==> src/rtl/vga_scanout_ctrl_if.sv <==
// vga_scanout_ctrl_if: pixel-side bundle between the scan-out controller, its frame RAM and the VGA pins
// Ports (master = RAM/pin side, slave = controller):
//   pix_en, ColorIn, page_swap_req            -> controller
//   Address, Hsync, Vsync, ColorOut,
//   page_sel, frame_start                     <- controller
interface vga_scanout_ctrl_if #(
  parameter int ADDR_W = 16,
  parameter int COLOR_W = 8
);
  logic pix_en;
  logic [COLOR_W-1:0] ColorIn;
  logic page_swap_req;
  logic [ADDR_W-1:0] Address;
  logic Hsync;
  logic Vsync;
  logic [COLOR_W-1:0] ColorOut;
  logic page_sel;
  logic frame_start;
  modport master (
    output pix_en, ColorIn, page_swap_req,
    input Address, Hsync, Vsync, ColorOut, page_sel, frame_start
  );
  modport slave (
    input pix_en, ColorIn, page_swap_req,
    output Address, Hsync, Vsync, ColorOut, page_sel, frame_start
  );
endinterface

==> src/rtl/vga_scanout_ctrl.sv <==
// vga_scanout_ctrl: VGA timing counters, sync generation and scaled two-page framebuffer addressing
// Ports:
//   clk    system clock
//   reset  asynchronous, active-high
//   bus    vga_scanout_ctrl_if.slave (pix_en, ColorIn, page_swap_req in;
//          Address, Hsync, Vsync, ColorOut, page_sel, frame_start out)
// Optional feature: define VGA_BORDER_EN to paint the outermost visible ring with BORDER_COLOR.
module vga_scanout_ctrl #(
  parameter int H_VISIBLE = 640,
  parameter int H_FRONT = 16,
  parameter int H_SYNC = 96,
  parameter int H_BACK = 48,
  parameter int V_VISIBLE = 480,
  parameter int V_FRONT = 10,
  parameter int V_SYNC = 2,
  parameter int V_BACK = 33,
  parameter logic SYNC_ACTIVE = 1'b0,
  parameter int SCALE_SHIFT = 2,
  parameter int COL_W = 8,
  parameter int ROW_W = 7,
  parameter int ADDR_W = 16,
  parameter int COLOR_W = 8,
  parameter int PAGE0_BASE = 1000,
  parameter int PAGE1_BASE = 33768,
  parameter logic [COLOR_W-1:0] BLANK_COLOR = '0
`ifdef VGA_BORDER_EN
  , parameter logic [COLOR_W-1:0] BORDER_COLOR = 8'b00011100
`endif
) (
  input logic clk,
  input logic reset,
  vga_scanout_ctrl_if.slave bus
);
  localparam int H_TOTAL = H_VISIBLE + H_FRONT + H_SYNC + H_BACK;
  localparam int V_TOTAL = V_VISIBLE + V_FRONT + V_SYNC + V_BACK;
  // counters must be wide enough both for the timing range and for the scaled address slices
  localparam int HW = ($clog2(H_TOTAL) > SCALE_SHIFT + COL_W) ? $clog2(H_TOTAL) : SCALE_SHIFT + COL_W;
  localparam int VW = ($clog2(V_TOTAL) > SCALE_SHIFT + ROW_W) ? $clog2(V_TOTAL) : SCALE_SHIFT + ROW_W;
  localparam logic [HW-1:0] H_LAST = HW'(H_TOTAL - 1);
  localparam logic [HW-1:0] H_VIS = HW'(H_VISIBLE);
  localparam logic [HW-1:0] HS_ON = HW'(H_VISIBLE + H_FRONT);
  localparam logic [HW-1:0] HS_OFF = HW'(H_VISIBLE + H_FRONT + H_SYNC);
  localparam logic [VW-1:0] V_LAST = VW'(V_TOTAL - 1);
  localparam logic [VW-1:0] V_VIS = VW'(V_VISIBLE);
  localparam logic [VW-1:0] V_VIS_LAST = VW'(V_VISIBLE - 1);
  localparam logic [VW-1:0] VS_ON = VW'(V_VISIBLE + V_FRONT);
  localparam logic [VW-1:0] VS_OFF = VW'(V_VISIBLE + V_FRONT + V_SYNC);
  localparam logic [0:0] IDLE = 1'b0;
  localparam logic [0:0] PENDING = 1'b1;
  logic [HW-1:0] h;
  logic [VW-1:0] v;
  logic [0:0] state;
  logic h_end, v_end, flip;
  logic vis1, hs1, vs1;
  logic [COLOR_W-1:0] pix;
  assign h_end = h == H_LAST;
  assign v_end = v == V_LAST;
  // flip on the tick that leaves the last visible line, so the new page starts cleanly after blanking
  assign flip = bus.pix_en && h_end && v == V_VIS_LAST;
  assign bus.Address = (bus.page_sel ? ADDR_W'(PAGE1_BASE) : ADDR_W'(PAGE0_BASE))
                     + ADDR_W'({v[SCALE_SHIFT+:ROW_W], h[SCALE_SHIFT+:COL_W]});
  always_ff @(posedge clk or posedge reset)
    if (reset) begin
      h <= '0;
      v <= '0;
    end else if (bus.pix_en) begin
      h <= h_end ? '0 : h + HW'(1);
      if (h_end) v <= v_end ? '0 : v + VW'(1);
    end
  // a request arriving on the flip tick itself toggles at once; repeats while pending collapse
  always_ff @(posedge clk or posedge reset)
    if (reset) begin
      state <= IDLE;
      bus.page_sel <= 1'b0;
    end else if (flip && (state == PENDING || bus.page_swap_req)) begin
      state <= IDLE;
      bus.page_sel <= ~bus.page_sel;
    end else if (bus.page_swap_req) begin
      state <= PENDING;
    end
`ifdef VGA_BORDER_EN
  logic edge1;
  always_ff @(posedge clk or posedge reset)
    if (reset) edge1 <= 1'b0;
    else if (bus.pix_en) edge1 <= h == '0 || h == H_VIS - HW'(1) || v == '0 || v == V_VIS_LAST;
  assign pix = edge1 ? BORDER_COLOR : bus.ColorIn;
`else
  assign pix = bus.ColorIn;
`endif
  // stage 1 waits out the RAM read; stage 2 pairs the delayed flags with the returned colour
  always_ff @(posedge clk or posedge reset)
    if (reset) begin
      vis1 <= 1'b0;
      hs1 <= 1'b0;
      vs1 <= 1'b0;
      bus.Hsync <= ~SYNC_ACTIVE;
      bus.Vsync <= ~SYNC_ACTIVE;
      bus.ColorOut <= BLANK_COLOR;
    end else if (bus.pix_en) begin
      vis1 <= h < H_VIS && v < V_VIS;
      hs1 <= h >= HS_ON && h < HS_OFF;
      vs1 <= v >= VS_ON && v < VS_OFF;
      bus.Hsync <= hs1 ? SYNC_ACTIVE : ~SYNC_ACTIVE;
      bus.Vsync <= vs1 ? SYNC_ACTIVE : ~SYNC_ACTIVE;
      bus.ColorOut <= vis1 ? pix : BLANK_COLOR;
    end
  always_ff @(posedge clk or posedge reset)
    if (reset) bus.frame_start <= 1'b0;
    else bus.frame_start <= bus.pix_en && h_end && v_end;
endmodule

==> src/flat_wrapper.sv <==
// flat-port wrapper written by rule: the top's interface ports become plain ports
module vga_scanout_ctrl_flat 
#(
  parameter int H_VISIBLE = 640,
  parameter int H_FRONT = 16,
  parameter int H_SYNC = 96,
  parameter int H_BACK = 48,
  parameter int V_VISIBLE = 480,
  parameter int V_FRONT = 10,
  parameter int V_SYNC = 2,
  parameter int V_BACK = 33,
  parameter logic SYNC_ACTIVE = 1'b0,
  parameter int SCALE_SHIFT = 2,
  parameter int COL_W = 8,
  parameter int ROW_W = 7,
  parameter int ADDR_W = 16,
  parameter int COLOR_W = 8,
  parameter int PAGE0_BASE = 1000,
  parameter int PAGE1_BASE = 33768,
  parameter logic [COLOR_W-1:0] BLANK_COLOR = '0

)
  (clk, reset, bus_pix_en, bus_ColorIn, bus_page_swap_req, bus_Address, bus_Hsync, bus_Vsync, bus_ColorOut, bus_page_sel, bus_frame_start);
  vga_scanout_ctrl_if #(.ADDR_W(ADDR_W), .COLOR_W(COLOR_W)) bus_i ();
  input logic clk;
  input logic reset;
  input wire logic [$bits(bus_i.pix_en)-1:0] bus_pix_en;
  input wire logic [$bits(bus_i.ColorIn)-1:0] bus_ColorIn;
  input wire logic [$bits(bus_i.page_swap_req)-1:0] bus_page_swap_req;
  output wire logic [$bits(bus_i.Address)-1:0] bus_Address;
  output wire logic [$bits(bus_i.Hsync)-1:0] bus_Hsync;
  output wire logic [$bits(bus_i.Vsync)-1:0] bus_Vsync;
  output wire logic [$bits(bus_i.ColorOut)-1:0] bus_ColorOut;
  output wire logic [$bits(bus_i.page_sel)-1:0] bus_page_sel;
  output wire logic [$bits(bus_i.frame_start)-1:0] bus_frame_start;
  assign bus_i.pix_en = bus_pix_en;
  assign bus_i.ColorIn = bus_ColorIn;
  assign bus_i.page_swap_req = bus_page_swap_req;
  assign bus_Address = bus_i.Address;
  assign bus_Hsync = bus_i.Hsync;
  assign bus_Vsync = bus_i.Vsync;
  assign bus_ColorOut = bus_i.ColorOut;
  assign bus_page_sel = bus_i.page_sel;
  assign bus_frame_start = bus_i.frame_start;
  vga_scanout_ctrl #(.H_VISIBLE(H_VISIBLE), .H_FRONT(H_FRONT), .H_SYNC(H_SYNC), .H_BACK(H_BACK), .V_VISIBLE(V_VISIBLE), .V_FRONT(V_FRONT), .V_SYNC(V_SYNC), .V_BACK(V_BACK), .SYNC_ACTIVE(SYNC_ACTIVE), .SCALE_SHIFT(SCALE_SHIFT), .COL_W(COL_W), .ROW_W(ROW_W), .ADDR_W(ADDR_W), .COLOR_W(COLOR_W), .PAGE0_BASE(PAGE0_BASE), .PAGE1_BASE(PAGE1_BASE), .BLANK_COLOR(BLANK_COLOR)) u_core (.clk(clk), .reset(reset), .bus(bus_i));
endmodule
==> config.mk <==
export PLATFORM = sky130hd
export DESIGN_NAME = vga_scanout_ctrl_flat
export DESIGN_NICKNAME = d
export VERILOG_FILES = /design/src/rtl/vga_scanout_ctrl_if.sv /design/src/rtl/vga_scanout_ctrl.sv /design/src/flat_wrapper.sv
export SDC_FILE = /design/constraint.sdc
export NUM_CORES = 1
export LEC_CHECK = 0
export ABC_AREA = 1
export CORE_AREA = 2 2 71 73
export CTS_CLUSTER_DIAMETER = 30
export CTS_CLUSTER_SIZE = 8
export DETAILED_ROUTE_END_ITERATION = 8
export DIE_AREA = 0 0 73 75
export GPL_TIMING_DRIVEN = 1
export PLACE_DENSITY_LB_ADDON = 0.05
export SYNTH_ARGS = -nofsm -noshare
export SYNTH_HDL_FRONTEND = slang
export SYNTH_SLANG_ARGS = --single-unit
export TNS_END_PERCENT = 100
==> constraint.sdc <==
create_clock -name clk -period 1.8 [get_ports clk]
set_clock_uncertainty 0.15 [all_clocks]
set_input_delay 0.45 -clock clk [delete_from_list [all_inputs] [get_ports clk]]
set_output_delay 0.45 -clock clk [all_outputs]
set_load 0.05 [all_outputs]
==> out/results.tsv, run 1 <==
metric	value	unit
run status	finished with violations	
failing checks	setup timing	
Post-synth top flop	dfrtp_1	
Final period util	130	%
total power	3.11	mW
fin crit period	2340	ps
Req. time, crit path	1200	ps
Syn Nets	305	
R2R setup slack	-90	ps
hold path start	u_core.vs1	
Horiz. Die Dim	73	um
Post-Synth XOR/XNOR Area	6.53	%
post-synthesis cell type count	27	
Critical path buffers and inverters	1	
CTS clk-pin slew, worst paths	80	ps
cells along the critical path	ha_4, nor2_4, nand4_1, nand2_2, xor2_4, buf_12	
TritonRoute pass-1 iters	4	
Initial Utilization	46.1	%
PortBufs	39	
Core Footprint	0.00466	mm2
drt wl/cell	14.0	um
post-synthesis compound-gate area fraction	3.44	%
Sink Count	36	
routability cong.	0.886	
Slew Viols, Final	0	
DRT iter0 DRCs	122	
Synth area leaders	dfrtp_1, nand2_1, inv_1	
area delta synth->final	67.2	%
initial antenna violation count	0	
Seq/Total Area, Yosys	42.1	%
I/O pin cnt	40	
clock root cell	clkbuf_8	
most frequent cell after synthesis	nand2_1	
final setup vio count	16	
worst r2r dst	u_core.bus.page_sel	
Post-synth top cells	nand2_1, inv_1, dfrtp_1, nand3_1, nor2_1	
largest net degree at the start of global routing	28	
Mean Syn Cell Area	7.46	um2
hold endpoint	u_core.bus.Vsync	
Mapped Cells	288	
GRT Util Overall	22.6	%
hold path cells	1	
DR vias	2107	
setup ws final	-542	ps
crit end category	output port	
Post-synth ARST share	100	%
post-synthesis cell area	0.00215	mm2
FILL cells	321	
CTS tree	built	
EDFF count, synth	0	
R2R cell count	12	
leading area contributor after synthesis	dfrtp_1	
Leak	1.78	nW
Post-Synth Adder-Cell Area	2.91	%
Final Hold Vio Count	0	
hold slack	286	ps
Worst Tran Pin Value	328	ps
total CTS buffers	5	
hold buffer count at cts	0	
clock tree buffer depth	2	
largest family of logic cells by synthesized area	simple AND/OR/NAND/NOR gates	
Fmax	427	MHz
vias in the first global route	2042	
arrival time worst endpoint	1740	ps
CP startpoint kind	flop	
row count	25	
reported max-cap violation count	0	
delay-heaviest family, CP	simple AND/OR/NAND/NOR gates	
Worst-Skew Late Latency	290	ps
RSZ-0062 raised after global routing	true	
Tightest Hold Check Type	reg -> reg	
worst reg2reg path startpoint	u_core.h[6]	
first-pass GRT wire length	9.50	mm
FF+latch count, synth	36	
Synth Area in Simple Gates	33.8	%
share of cells above drive strength 1	36.1	%
DRC viols	0	
critical path type	reg -> out	
Die Y	75	um
Cell Pwr Density	866	mW/mm2
Routed WL	5.88	mm
Clock H-tree levels	2	
vias per cell	5.02	
die area	0.00548	mm2
mux cell area share after synthesis	0	%
critical path depth	6	
HPWL Detailed	4.10	mm
worst-path fanout max	3	
Detail Route Antenna Nets	0	
slew margin rel.	78.0	%
Warnings, synthesis	0	
GRT overflow	0	
post-synth top area share	39.6	%
slowest cell delay on critical path	440	ps
final net count	382	
worst vdd ir	0.657	mV
Worst path slowest cell	dfrtp_1	
Antenna Cells	0	
state kept, by name (all words and copies together), names as in the netlist:
name,count
u_core.h,10
u_core.v,10
u_core.bus.ColorOut,8
u_core.bus.Hsync,1
u_core.bus.Vsync,1
u_core.bus.frame_start,1
u_core.bus.page_sel,1
u_core.hs1,1
u_core.state,1
u_core.vis1,1
u_core.vs1,1
worst max path at each step:
stage                           start               to
after floorplan           u_core.h[5]   bus_Address[7]
after global placement    u_core.h[5]  bus_Address[15]
after detailed placement  u_core.h[5]  bus_Address[15]
after CTS                 u_core.h[6]  bus_Address[11]
after global routing      u_core.h[6]  bus_Address[11]
final                     u_core.h[6]  bus_Address[11]
report_power, final:
part	internal (mW)	leakage, nW	switching [mW]
logic	0.632	1.30	0.727
clock network	0.410	0.0541	0.301
registers	0.900	0.428	0.140
cell type report:
| cell class | instances | area (um2) | share of cell area (%) |
|---|---|---|---|
| clock inverter | 3 | 42.5 | 1.18 |
| sequential | 36 | 906 | 25.2 |
| tap | 54 | 67.6 | 1.88 |
| multi-input combinational | 197 | 1280 | 35.5 |
| inverter | 43 | 171 | 4.77 |
| timing repair buffer | 82 | 1060 | 29.5 |
| clock buffer | 5 | 68.8 | 1.92 |
through the flow:
| step | TNS, ps | std cells | instance area, um2 | utilization [%] | setup WS [ps] |
|---|---|---|---|---|---|
| floorplan | -1550 | 288 | 2330 | - | -411 |
| global placement | -2900 | 408 | 3330 | 71.4 | -156 |
| detailed placement | -4120 | 408 | 3330 | 71.4 | -189 |
| CTS | -4140 | 418 | 3470 | 74.5 | -482 |
| global route | -6440 | 420 | 3590 | 77.0 | -629 |
| finish | -4710 | 420 | 3590 | 77.0 | -542 |
per-layer routing:
layer	part of all wire [%]	up-vias	global-route usage (%)
met5	0	-	0
met4	2.2	0	6.38
met3	4.3	10	4.69
met2	51	64	37.8
met1	42	994	29.8
li1	-	1039	-
cell families after synthesis:
group | after synthesis
AND/OR/NAND/NOR | 163
buffers and inverters | 55
flip-flops | 36
XOR/XNOR | 16
AO/OA/AOI/OAI | 13
adder cells (fa/ha/maj) | 5
placed cells by master (no fill, tap or decap), types with 9 or more instances in the layout:
master           instances
xor2_1                   9
nand4_1                 12
nand2_1                 75
inv_1                   32
buf_12                  32
clkdlybuf4s50_1         11
buf_4                   35
nor2_1                  17
dfrtp_1                 32
nand3_1                 23
repair_timing:
item	4_1_cts	5_1_grt
resized for setup	6	26
pin swaps	3	11
setup buffers	2	3
gates cloned	0	0
endpoints found under the setup margin	11	18
Note: power is estimated with default switching activity, not from simulation.
==> inputs of run 2 (changes only) <==
- GPL_TIMING_DRIVEN: 1 -> unset
==> results of run 2 <==
The final DEF is identical to that of run 1; final timing and power are the same.
